## src/rtl/compare_neighbor_pkg.sv

```systemverilog
// compare_neighbor_pkg
// Shared constants for the 3x3 local-maximum decision cell.
//   WIDTH_DEF     : default unsigned sample width
//   NUM_NEIGHBORS : neighbours compared against the centre sample
package compare_neighbor_pkg;

  localparam int WIDTH_DEF     = 8;
  localparam int NUM_NEIGHBORS = 8;

endpackage

```

## src/rtl/compare_neighbor_cmp.sv

```systemverilog
// neighbor_cmp
// Pass term for one neighbour of the centre sample.
//   centre_i    : centre sample, unsigned
//   neighbour_i : neighbour sample, unsigned
//   res_i       : neighbour's current local-max flag
//   ok_o        : 1 when this neighbour does not disqualify the centre
module neighbor_cmp
  import compare_neighbor_pkg::*;
#(
  parameter int WIDTH = WIDTH_DEF
) (
  input  logic [WIDTH-1:0] centre_i,
  input  logic [WIDTH-1:0] neighbour_i,
  input  logic             res_i,
  output logic             ok_o
);

  // On a tie the centre inherits the neighbour's status, which is what lets
  // plateau non-maximality spread across iterations of the array.
  assign ok_o = (centre_i > neighbour_i) || ((centre_i == neighbour_i) && res_i);

endmodule

```

## src/rtl/compare_neighbor.sv

```systemverilog
// compare_neighbor
// Plateau-aware local-maximum flag for one pixel of a 3x3 neighbourhood.
//   clk          : system clock, rising edge
//   in           : centre sample
//   in_1..in_8   : neighbour samples (order carries no meaning)
//   res_1..res_8 : neighbours' current local-max flags
//   out          : registered local-max flag, 1 cycle after inputs
//   rst          : synchronous active-high reset, clears out
// Port names and order are fixed by the surrounding pixel array, which
// connects cells positionally; rst is appended last.
module compare_neighbor
  import compare_neighbor_pkg::*;
#(
  parameter int WIDTH = WIDTH_DEF
) (
  input  logic             clk,
  input  logic [WIDTH-1:0] in,
  input  logic [WIDTH-1:0] in_1,
  input  logic [WIDTH-1:0] in_2,
  input  logic [WIDTH-1:0] in_3,
  input  logic [WIDTH-1:0] in_4,
  input  logic [WIDTH-1:0] in_5,
  input  logic [WIDTH-1:0] in_6,
  input  logic [WIDTH-1:0] in_7,
  input  logic [WIDTH-1:0] in_8,
  input  logic             res_1,
  input  logic             res_2,
  input  logic             res_3,
  input  logic             res_4,
  input  logic             res_5,
  input  logic             res_6,
  input  logic             res_7,
  input  logic             res_8,
  output logic             out,
  input  logic             rst
);

  logic [WIDTH-1:0]         nb [NUM_NEIGHBORS];
  logic [NUM_NEIGHBORS-1:0] res_v;
  logic [NUM_NEIGHBORS-1:0] ok;
  logic                     out_d;
  logic                     out_q;

  assign nb[0] = in_1;
  assign nb[1] = in_2;
  assign nb[2] = in_3;
  assign nb[3] = in_4;
  assign nb[4] = in_5;
  assign nb[5] = in_6;
  assign nb[6] = in_7;
  assign nb[7] = in_8;

  assign res_v = {res_8, res_7, res_6, res_5, res_4, res_3, res_2, res_1};

  for (genvar g = 0; g < NUM_NEIGHBORS; g++) begin : g_cmp
    neighbor_cmp #(.WIDTH(WIDTH)) u_cmp (
      .centre_i    (in),
      .neighbour_i (nb[g]),
      .res_i       (res_v[g]),
      .ok_o        (ok[g])
    );
  end

  assign out_d = &ok;

  always_ff @(posedge clk) begin
    if (rst) begin
      out_q <= 1'b0;
    end else begin
      out_q <= out_d;
    end
  end

  assign out = out_q;

endmodule

```

## config.mk

```make
export PLATFORM = sky130hd
export DESIGN_NAME = compare_neighbor
export DESIGN_NICKNAME = d
export VERILOG_FILES = /design/src/rtl/compare_neighbor_pkg.sv /design/src/rtl/compare_neighbor_cmp.sv /design/src/rtl/compare_neighbor.sv
export SDC_FILE = /design/constraint.sdc
export NUM_CORES = 1
export LEC_CHECK = 0
export BUFFER_PORTS_ARGS = -buffer_cell sky130_fd_sc_hd__buf_2
export CAP_MARGIN = 40
export CORE_MARGIN = 5
export CORE_UTILIZATION = 35
export CTS_BUF_LIST = sky130_fd_sc_hd__clkbuf_8
export CTS_CLUSTER_DIAMETER = 100
export DETAILED_ROUTE_END_ITERATION = 7
export PLACE_DENSITY = 0.72
export SLEW_MARGIN = 20
export SYNTH_ARGS = -nofsm -noshare
export SYNTH_HDL_FRONTEND = slang
export SYNTH_HIERARCHICAL = 1
export SYNTH_SLANG_ARGS = --single-unit
```

## constraint.sdc

```tcl
create_clock -name clk -period 4.25 [get_ports clk]
set_clock_uncertainty 0.05 [all_clocks]
set_input_delay 1.0625 -clock clk [delete_from_list [all_inputs] [get_ports clk]]
set_output_delay 1.0625 -clock clk [all_outputs]
set_load 0.05 [all_outputs]
```

Word level (Yosys, flattened, before mapping)
Cells that the tools add are included.
{"block": "word_totals", "inputBits": 82, "wordCells": 34, "regBits": 1}
{"block": "classes", "reduce_logical": 17, "eq_ne": 8, "order_cmp": 8}
{"cell": "== test 8 bit", "count": 8}
{"cell": "greater-than comparator 8 bit", "count": 8}
{"cell": "logical AND 1 bit", "count": 8}
{"cell": "logical OR 1 bit", "count": 8}
{"cell": "AND reduction 8 bit", "count": 1}

Longest topological paths before layout
Gate-level depths: netlist of run 1.
{"block": "depth", "depth_word": 4, "depth_mapped": 8}

Cells and area by module
Netlist of run 1, hierarchy kept.
{"module": "neighbor_cmp", "instances": 8, "seq_area_each_um2": 0.0, "cells_per_inst": 28, "area_per_inst_um2": 212.7}
{"module": "compare_neighbor", "instances": 1, "seq_area_each_um2": 20.0, "cells_per_inst": 5, "area_per_inst_um2": 47.5}

Least setup slack after synthesis of run 1
No wires, ideal clock.
{"block": "synth_path", "path_type": "in2reg", "startpoint": "in in[0]", "endpoint": "reg out_q, in the netlist out", "path_stages": 8, "path_slack_ns": 1.893, "arrival_ns": 2.193, "required_ns": 4.086, "cell_sequence": "inv_1 ha_1 nand2b_1 a2111oi_2 o31ai_1 o31a_1 nand4b_1 nor3_2"}
{"block": "synth_between", "elab_chain_cells": 4, "word_cells_on_any_way": 33, "cone_classes": "8 x order compare; 8 x eq/ne; 17 x reduce/logical"}
{"element": "from (decl)", "line_no": "compare_neighbor.sv:17", "rtl": "input logic [WIDTH-1:0] in,"}
{"element": "parallel branches: the longest is 2 deep, another holds greater-than comparator 8 bit"}
{"element": "logical OR 1 bit (*)", "line_no": "compare_neighbor_cmp.sv:20", "rtl": "assign ok_o = (centre_i > neighbour_i) || ((centre_i == neighbour_i) && res_i);"}
{"element": "named net ok[7]", "line_no": "compare_neighbor.sv:40", "rtl": "logic [NUM_NEIGHBORS-1:0] ok;"}
{"element": "AND reduction 8 bit (*)", "line_no": "compare_neighbor.sv:64", "rtl": "assign out_d = &ok;"}
{"element": "to (signal assigned)", "line_no": "compare_neighbor.sv:70", "rtl": "out_q <= out_d;"}
{"element": "to (decl)", "line_no": "compare_neighbor.sv:42", "rtl": "logic out_q;"}
Mark *: on every way through the listed nets, which the timed path passes.
A chain may end at the register's enable or synchronous reset.

Worst setup path after layout of run 1
Same ends and word-level chain as after synthesis.

==> impl_metrics.csv, run 1 <==
group,metric,value,unit
placement,dp_hpwl,4.29,mm
power_and_ir_drop,power.leakage,1.33,nW
clocking,post_cts_resized,0,
sta,slew_headroom,80.3,%
synthesis,synth.distinct_cells,15,
clocking,cts_hold_buf,0,
global_route,antenna_found_initial,1,
setup_path,crit_required,4.09,ns
synthesis,syn-instance-count,229,
clocking,clkTransAtPathRegs,0,ns
die,io_pins,83,
routing,vias,1844,
cells_and_area,fin_nets,459,
power_and_ir_drop,ir_drop,0.0389,mV
global_route,gr-total-overflow,0,
synthesis,synth.ff_latch_count,1,
setup_path,path_cells,"buf_2, inv_1, ha_1, nand2b_1, a2111oi_2, o31ai_1, o31a_1, nand3_1, nor3_2",
global_route,grt_use_total,13.8,%
synthesis,syn_avg_cell_area,7.64,sq um
routing,antenna_left,0,
sta,setup_viol,0,
die,dieArea,6510,sq um
worst_hold_path,hold_path.class,"in -> reg",
job,max-cap-violations,0,
die,die_w,80.7,microns
setup_path,end_kind,"flop",
cells_and_area,drive_above_1_share,29.3,%
global_route,grt_pass1_vias,1681,
cells_and_area,post-route-util,46.9,%
routing,wl_per_cell,12.3,microns
setup_path,path_max_fanout,8,
placement,place_congestion,0.813,
setup_path,worstSetupPathType,"in -> reg",
synthesis,syn_area,1750,sq um
die,die_y,80.7,microns
setup_path,critPathLaunchType,"input port",
synthesis,ys_top_cells_by_area,"ha_1, inv_1, a2111oi_2, o21a_1, nand4_1",
cells_and_area,n_antenna_cell,0,
setup_path,max_stage_delay,0.35,ns
sta,grt_setup_unrepaired,"false",
sta,worst_pin_slew,0.295,ns
placement,dp_slack,1.57,ns
die,core.rowCount,25,
setup_path,cp.arrival,2.49,ns
die,initial_core_util,36.5,%
cells_and_area,largest_reg_flops,1,
cells_and_area,area_delta_synth_final,28.3,%
sta,maxSlewViolCount,0,
global_route,grt_max_degree,9,
routing,wl_met1,2.06,mm
synthesis,yosys.area.top_type_share,45.8,%
routing,maxUsedRoutingLayer,"met5",
routing,first_pass_iters,4,
sta,setup-tns-final,0,ns
routing,drt_iter0_drc,50,
cells_and_area,nFillCells,495,
power_and_ir_drop,power_density,99.0,nW/um^2
routing,wl_met3,229,microns
global_route,grt_first_pass_wirelength,7.20,mm
routing,vias_per_cell,4.88,
routing,routed_wl,4.66,mm
status,status,"complete, no violations",
sta,timing.final.crit_share,62.3,%
power_and_ir_drop,finalPower,222,uW
sta,clock.fmax,377,MHz
sta,hold_viol,0,
synthesis,syn-num-nets,375,
cells_and_area,layout.area.seq,20.0,sq um
placement,portBuffers,82,
sta,final.setup.worst_slack,1.60,ns
die,fp.coreArea,4790,sq um
setup_path,cp_slowest_cell,"a2111oi_2",
routing,met2_length,2.35,mm
cells_and_area,multi_input_area,1490,sq um
sta,final.min_clock_period,2.65,ns
synthesis,synth.largest_area_cell,"ha_1",
synthesis,yosysSeqAreaShare,1.14,%
synthesis,synth_warnings,6,
clocking,post_cts_buffers,0,
routing,drc_errors,0,
## placed cells by master (no fill, tap or decap)
cell	count
nand2_1	9
buf_2	82
dfxtp_1	1
nand4_1	16
a2111oi_2	8
a21oi_1	16
nand3_1	1
o31ai_1	8
nor3_2	1
nand4b_1	1
o31a_1	8
o21a_1	16
nand2b_1	8
inv_1	64
ha_1	64
nor2_1	8
## where the power goes
| group | internal [mW] | switching, mW |
|---|---|---|
| clock | 0 | 0 |
| sequential | 0.00959 | 0.00000224 |
| combinational | 0.108 | 0.105 |
## path summary, 6_finish.rpt
kind	start	endpoint	cells past startpoint
max	in[0]	out$_SDFF_PP0_	9
min	rst	out$_SDFF_PP0_	3
## per-stage QoR
step	instances	hold WS (ns)	area (sq um)
2_1_floorplan	229	1.20	1750
3_3_place_gp	378	1.31	2240
3_5_place_dp	378	1.30	2240
4_1_cts	378	1.30	2240
5_1_grt	378	1.32	2240
6_report	378	1.30	2240
## routing by layer
metal	up-vias	global-route usage [%]
met3	2	1.46
met2	37	26.1
met1	823	17.4
li1	980	-
met4	2	0.676
met5	-	0
## critical path, delay by kind of cell
| kind | cells | cell delay (ns) |
|---|---|---|
| simple gates | 3 | 0.30 |
| buf+inv | 2 | 0.25 |
| fa+ha+maj | 1 | 0.31 |
| compound gates | 3 | 0.56 |
## cell families after synthesis
group / count (synthesis) / share of synthesized area [%]
AO/OA/AOI/OAI: 56 / 25.8
flip-flops: 1 / 1.14
buffers and inverters: 64 / 13.7
AND/OR/NAND/NOR: 44 / 13.6
adder cells (fa/ha/maj): 64 / 45.8
## synth_stat cells
master / n
nand3_1: 1
o31a_1: 8
nor3_2: 1
nand2_1: 9
inv_1: 64
nand4_1: 16
nand2b_1: 8
o31ai_1: 8
dfxtp_1: 1
nand4b_1: 1
ha_1: 64
a2111oi_2: 8
a21oi_1: 16
nor2_1: 8
o21a_1: 16
## layout make-up
cell class                 count  area share [%]
timing repair buffer          82            18.3
inverter                      64            10.7
sequential                     1           0.892
multi-input combinational    164            66.4
tap                           67            3.74
(Power assumes the default switching activity.)
==> run 2: changes to the inputs <==
--- a/config.mk
+++ b/config.mk
@@ -5,6 +5,7 @@
 export SDC_FILE = /design/constraint.sdc
 export NUM_CORES = 1
 export LEC_CHECK = 0
+export ABC_AREA = 1
 export BUFFER_PORTS_ARGS = -buffer_cell sky130_fd_sc_hd__buf_2
 export CAP_MARGIN = 40
 export CORE_MARGIN = 5
@@ -12,7 +13,7 @@
 export CTS_BUF_LIST = sky130_fd_sc_hd__clkbuf_8
 export CTS_CLUSTER_DIAMETER = 100
 export DETAILED_ROUTE_END_ITERATION = 7
-export PLACE_DENSITY = 0.72
+export PLACE_DENSITY = 0.71
 export SLEW_MARGIN = 20
 export SYNTH_ARGS = -nofsm -noshare
 export SYNTH_HDL_FRONTEND = slang
==> constraint.sdc (replaced) <==
create_clock -name clk -period 2.7 [get_ports clk]
set_clock_uncertainty 0.05 [all_clocks]
set_input_delay 0.675 -clock clk [delete_from_list [all_inputs] [get_ports clk]]
set_output_delay 0.675 -clock clk [all_outputs]
set_load 0.05 [all_outputs]
==> run 2 against run 1 <==
Effect of this change:
- synthesized cell count grew 40%
- hold slack lost 0.40 ns
- critical path depth grew 3
==> impl_metrics.csv, run 2 <==
group,metric,value,unit
setup_path,critPathLaunchType,"input port",
status,status,"complete, no violations",
synthesis,ys_top_cells_by_area,"ha_1, nand2_1, inv_1, a21oi_1, nor2_1",
placement,dp_hpwl,4.25,mm
job,max-cap-violations,0,
global_route,gr-total-overflow,0,
synthesis,synth_top_family_by_area,"adder cells",
setup_path,path_max_fanout,8,
global_route,grt_first_pass_wirelength,7.40,mm
clocking,post_cts_buffers,0,
worst_hold_path,whs_path_depth,3,
sta,worst_pin_slew,0.240,ns
synthesis,synth_most_common_cell,"nand2_1",
synthesis,yosysSeqAreaShare,1.08,%
cells_and_area,largest_reg_flops,1,
routing,first_pass_iters,4,
power_and_ir_drop,power.leakage,1.63,nW
synthesis,synth.distinct_cells,8,
die,die_y,82.6,microns
cells_and_area,final_common_cell,"nand2_1",
sta,hold_viol,0,
routing,drc_errors,0,
die,fp.coreArea,5110,sq um
synthesis,synth.ff_latch_count,1,
placement,place_congestion,0.804,
die,core.rowCount,26,
synthesis,synthSimpleGateAreaFrac,28.7,%
cells_and_area,post-route-util,45.9,%
global_route,grt_use_total,13.7,%
synthesis,synth-xor-area-share,0,%
die,initial_core_util,36.1,%
sta,clock.fmax,475,MHz
synthesis,syn_avg_cell_area,5.75,sq um
sta,final.min_clock_period,2.11,ns
placement,portBuffers,82,
synthesis,async_flop_share,0,%
synthesis,yosys-mux-area-fraction,0,%
routing,routed_wl,4.72,mm
routing,vias,2003,
die,dieArea,6830,sq um
setup_path,crit_required,2.58,ns
sta,grt_setup_unrepaired,"false",
sta,setup_viol,0,
cells_and_area,fin_nets,551,
sta,timing.final.crit_share,78.0,%
clocking,post_cts_resized,0,
clocking,clkTransAtPathRegs,0,ns
global_route,antenna_found_initial,0,
synthesis,synthAdderAreaFrac,43.4,%
sta,maxSlewViolCount,0,
sta,setup-tns-final,0,ns
sta,final.setup.worst_slack,0.595,ns
routing,wl_per_cell,9.98,microns
clocking,cts_hold_buf,0,
synthesis,synth_common_cells,"nand2_1, inv_1, ha_1",
synthesis,ys_dominant_reg_cell,"dfxtp_1",
worst_hold_path,hold_path.class,"in -> reg",
global_route,grt_max_degree,9,
sta,slew_headroom,84.0,%
synthesis,synth_warnings,6,
setup_path,cp.arrival,1.99,ns
synthesis,syn_area,1850,sq um
die,io_pins,83,
synthesis,synth.largest_area_cell,"ha_1",
synthesis,yosys.area.top_type_share,43.4,%
power_and_ir_drop,ir_drop,0.0664,mV
cells_and_area,layout_common_cells,"nand2_1, inv_1, buf_2, ha_1, nor2_1",
power_and_ir_drop,power_density,139,nW/um^2
cells_and_area,area_delta_synth_final,27.0,%
routing,vias_per_cell,4.23,
cells_and_area,drive_above_1_share,22.3,%
cells_and_area,n_antenna_cell,0,
synthesis,syn-num-nets,467,
power_and_ir_drop,finalPower,326,uW
synthesis,synth-compound-area-share,8.68,%
routing,antenna_left,0,
die,die_w,82.6,microns
global_route,grt_pass1_vias,1822,
synthesis,syn-instance-count,321,
synthesis,synth_edf_count,0,
setup_path,end_kind,"flop",
placement,dp_slack,0.560,ns
routing,drt_iter0_drc,24,
setup_path,worstSetupPathType,"in -> reg",
==> run 2: layer usage <==
metal	vias up	global-route usage, %	wire length [microns]
li1	1136	-	-
met1	818	17.6	2140
met2	49	26.1	2280
met3	0	0.868	298
met4	0	0.163	0
met5	-	0	0
==> run 2: worst paths after layout <==
check              to   from  slack (ns)
max    out$_SDFF_PP0_  in[7]        0.59
min    out$_SDFF_PP0_    rst        0.90
==> run 2: critical path: stages <==
cell     delay, ns
buf_2         0.18
ha_1          0.32
nand2_1       0.08
nor2_2        0.12
nand2_1       0.07
nand2_1       0.06
nor2_1        0.04
a21oi_1       0.17
nand2_1       0.07
nor2_1        0.08
nand2_1       0.05
nor2_1        0.07
==> run 2: metrics by stage <==
step | hold slack (ns) | instances | instance area [sq um]
final | 0.899 | 473 | 2340
after global routing | 0.914 | 473 | 2340
after CTS | 0.907 | 473 | 2340
after detailed placement | 0.907 | 473 | 2340
after global placement | 0.912 | 473 | 2340
after floorplan | 0.789 | 321 | 1850
==> run 2: power breakdown <==
group	internal (mW)	total [mW]	leakage (nW)	switching (mW)
Sequential	0.0151	0.0151	0.00805	0.00000886
Combinational	0.142	0.311	1.62	0.169
Clock	0	0	0	0
Total	0.157	0.326	1.63	0.169
==> run 2: cell type report <==
class / count / area, sq um
repair buffers: 82 / 410
fillers: 588 / 2760
multi-input cells: 231 / 1490
inverters: 89 / 334
flip-flops and latches: 1 / 20.0
well taps: 70 / 87.6
==> run 2: kinds of logic after synthesis <==
| family | Yosys count |
|---|---|
| adders and majority gates | 64 |
| buffers and inverters | 89 |
| DFF | 1 |
| and+or+nand+nor | 135 |
| AOI/OAI and AO/OA | 32 |
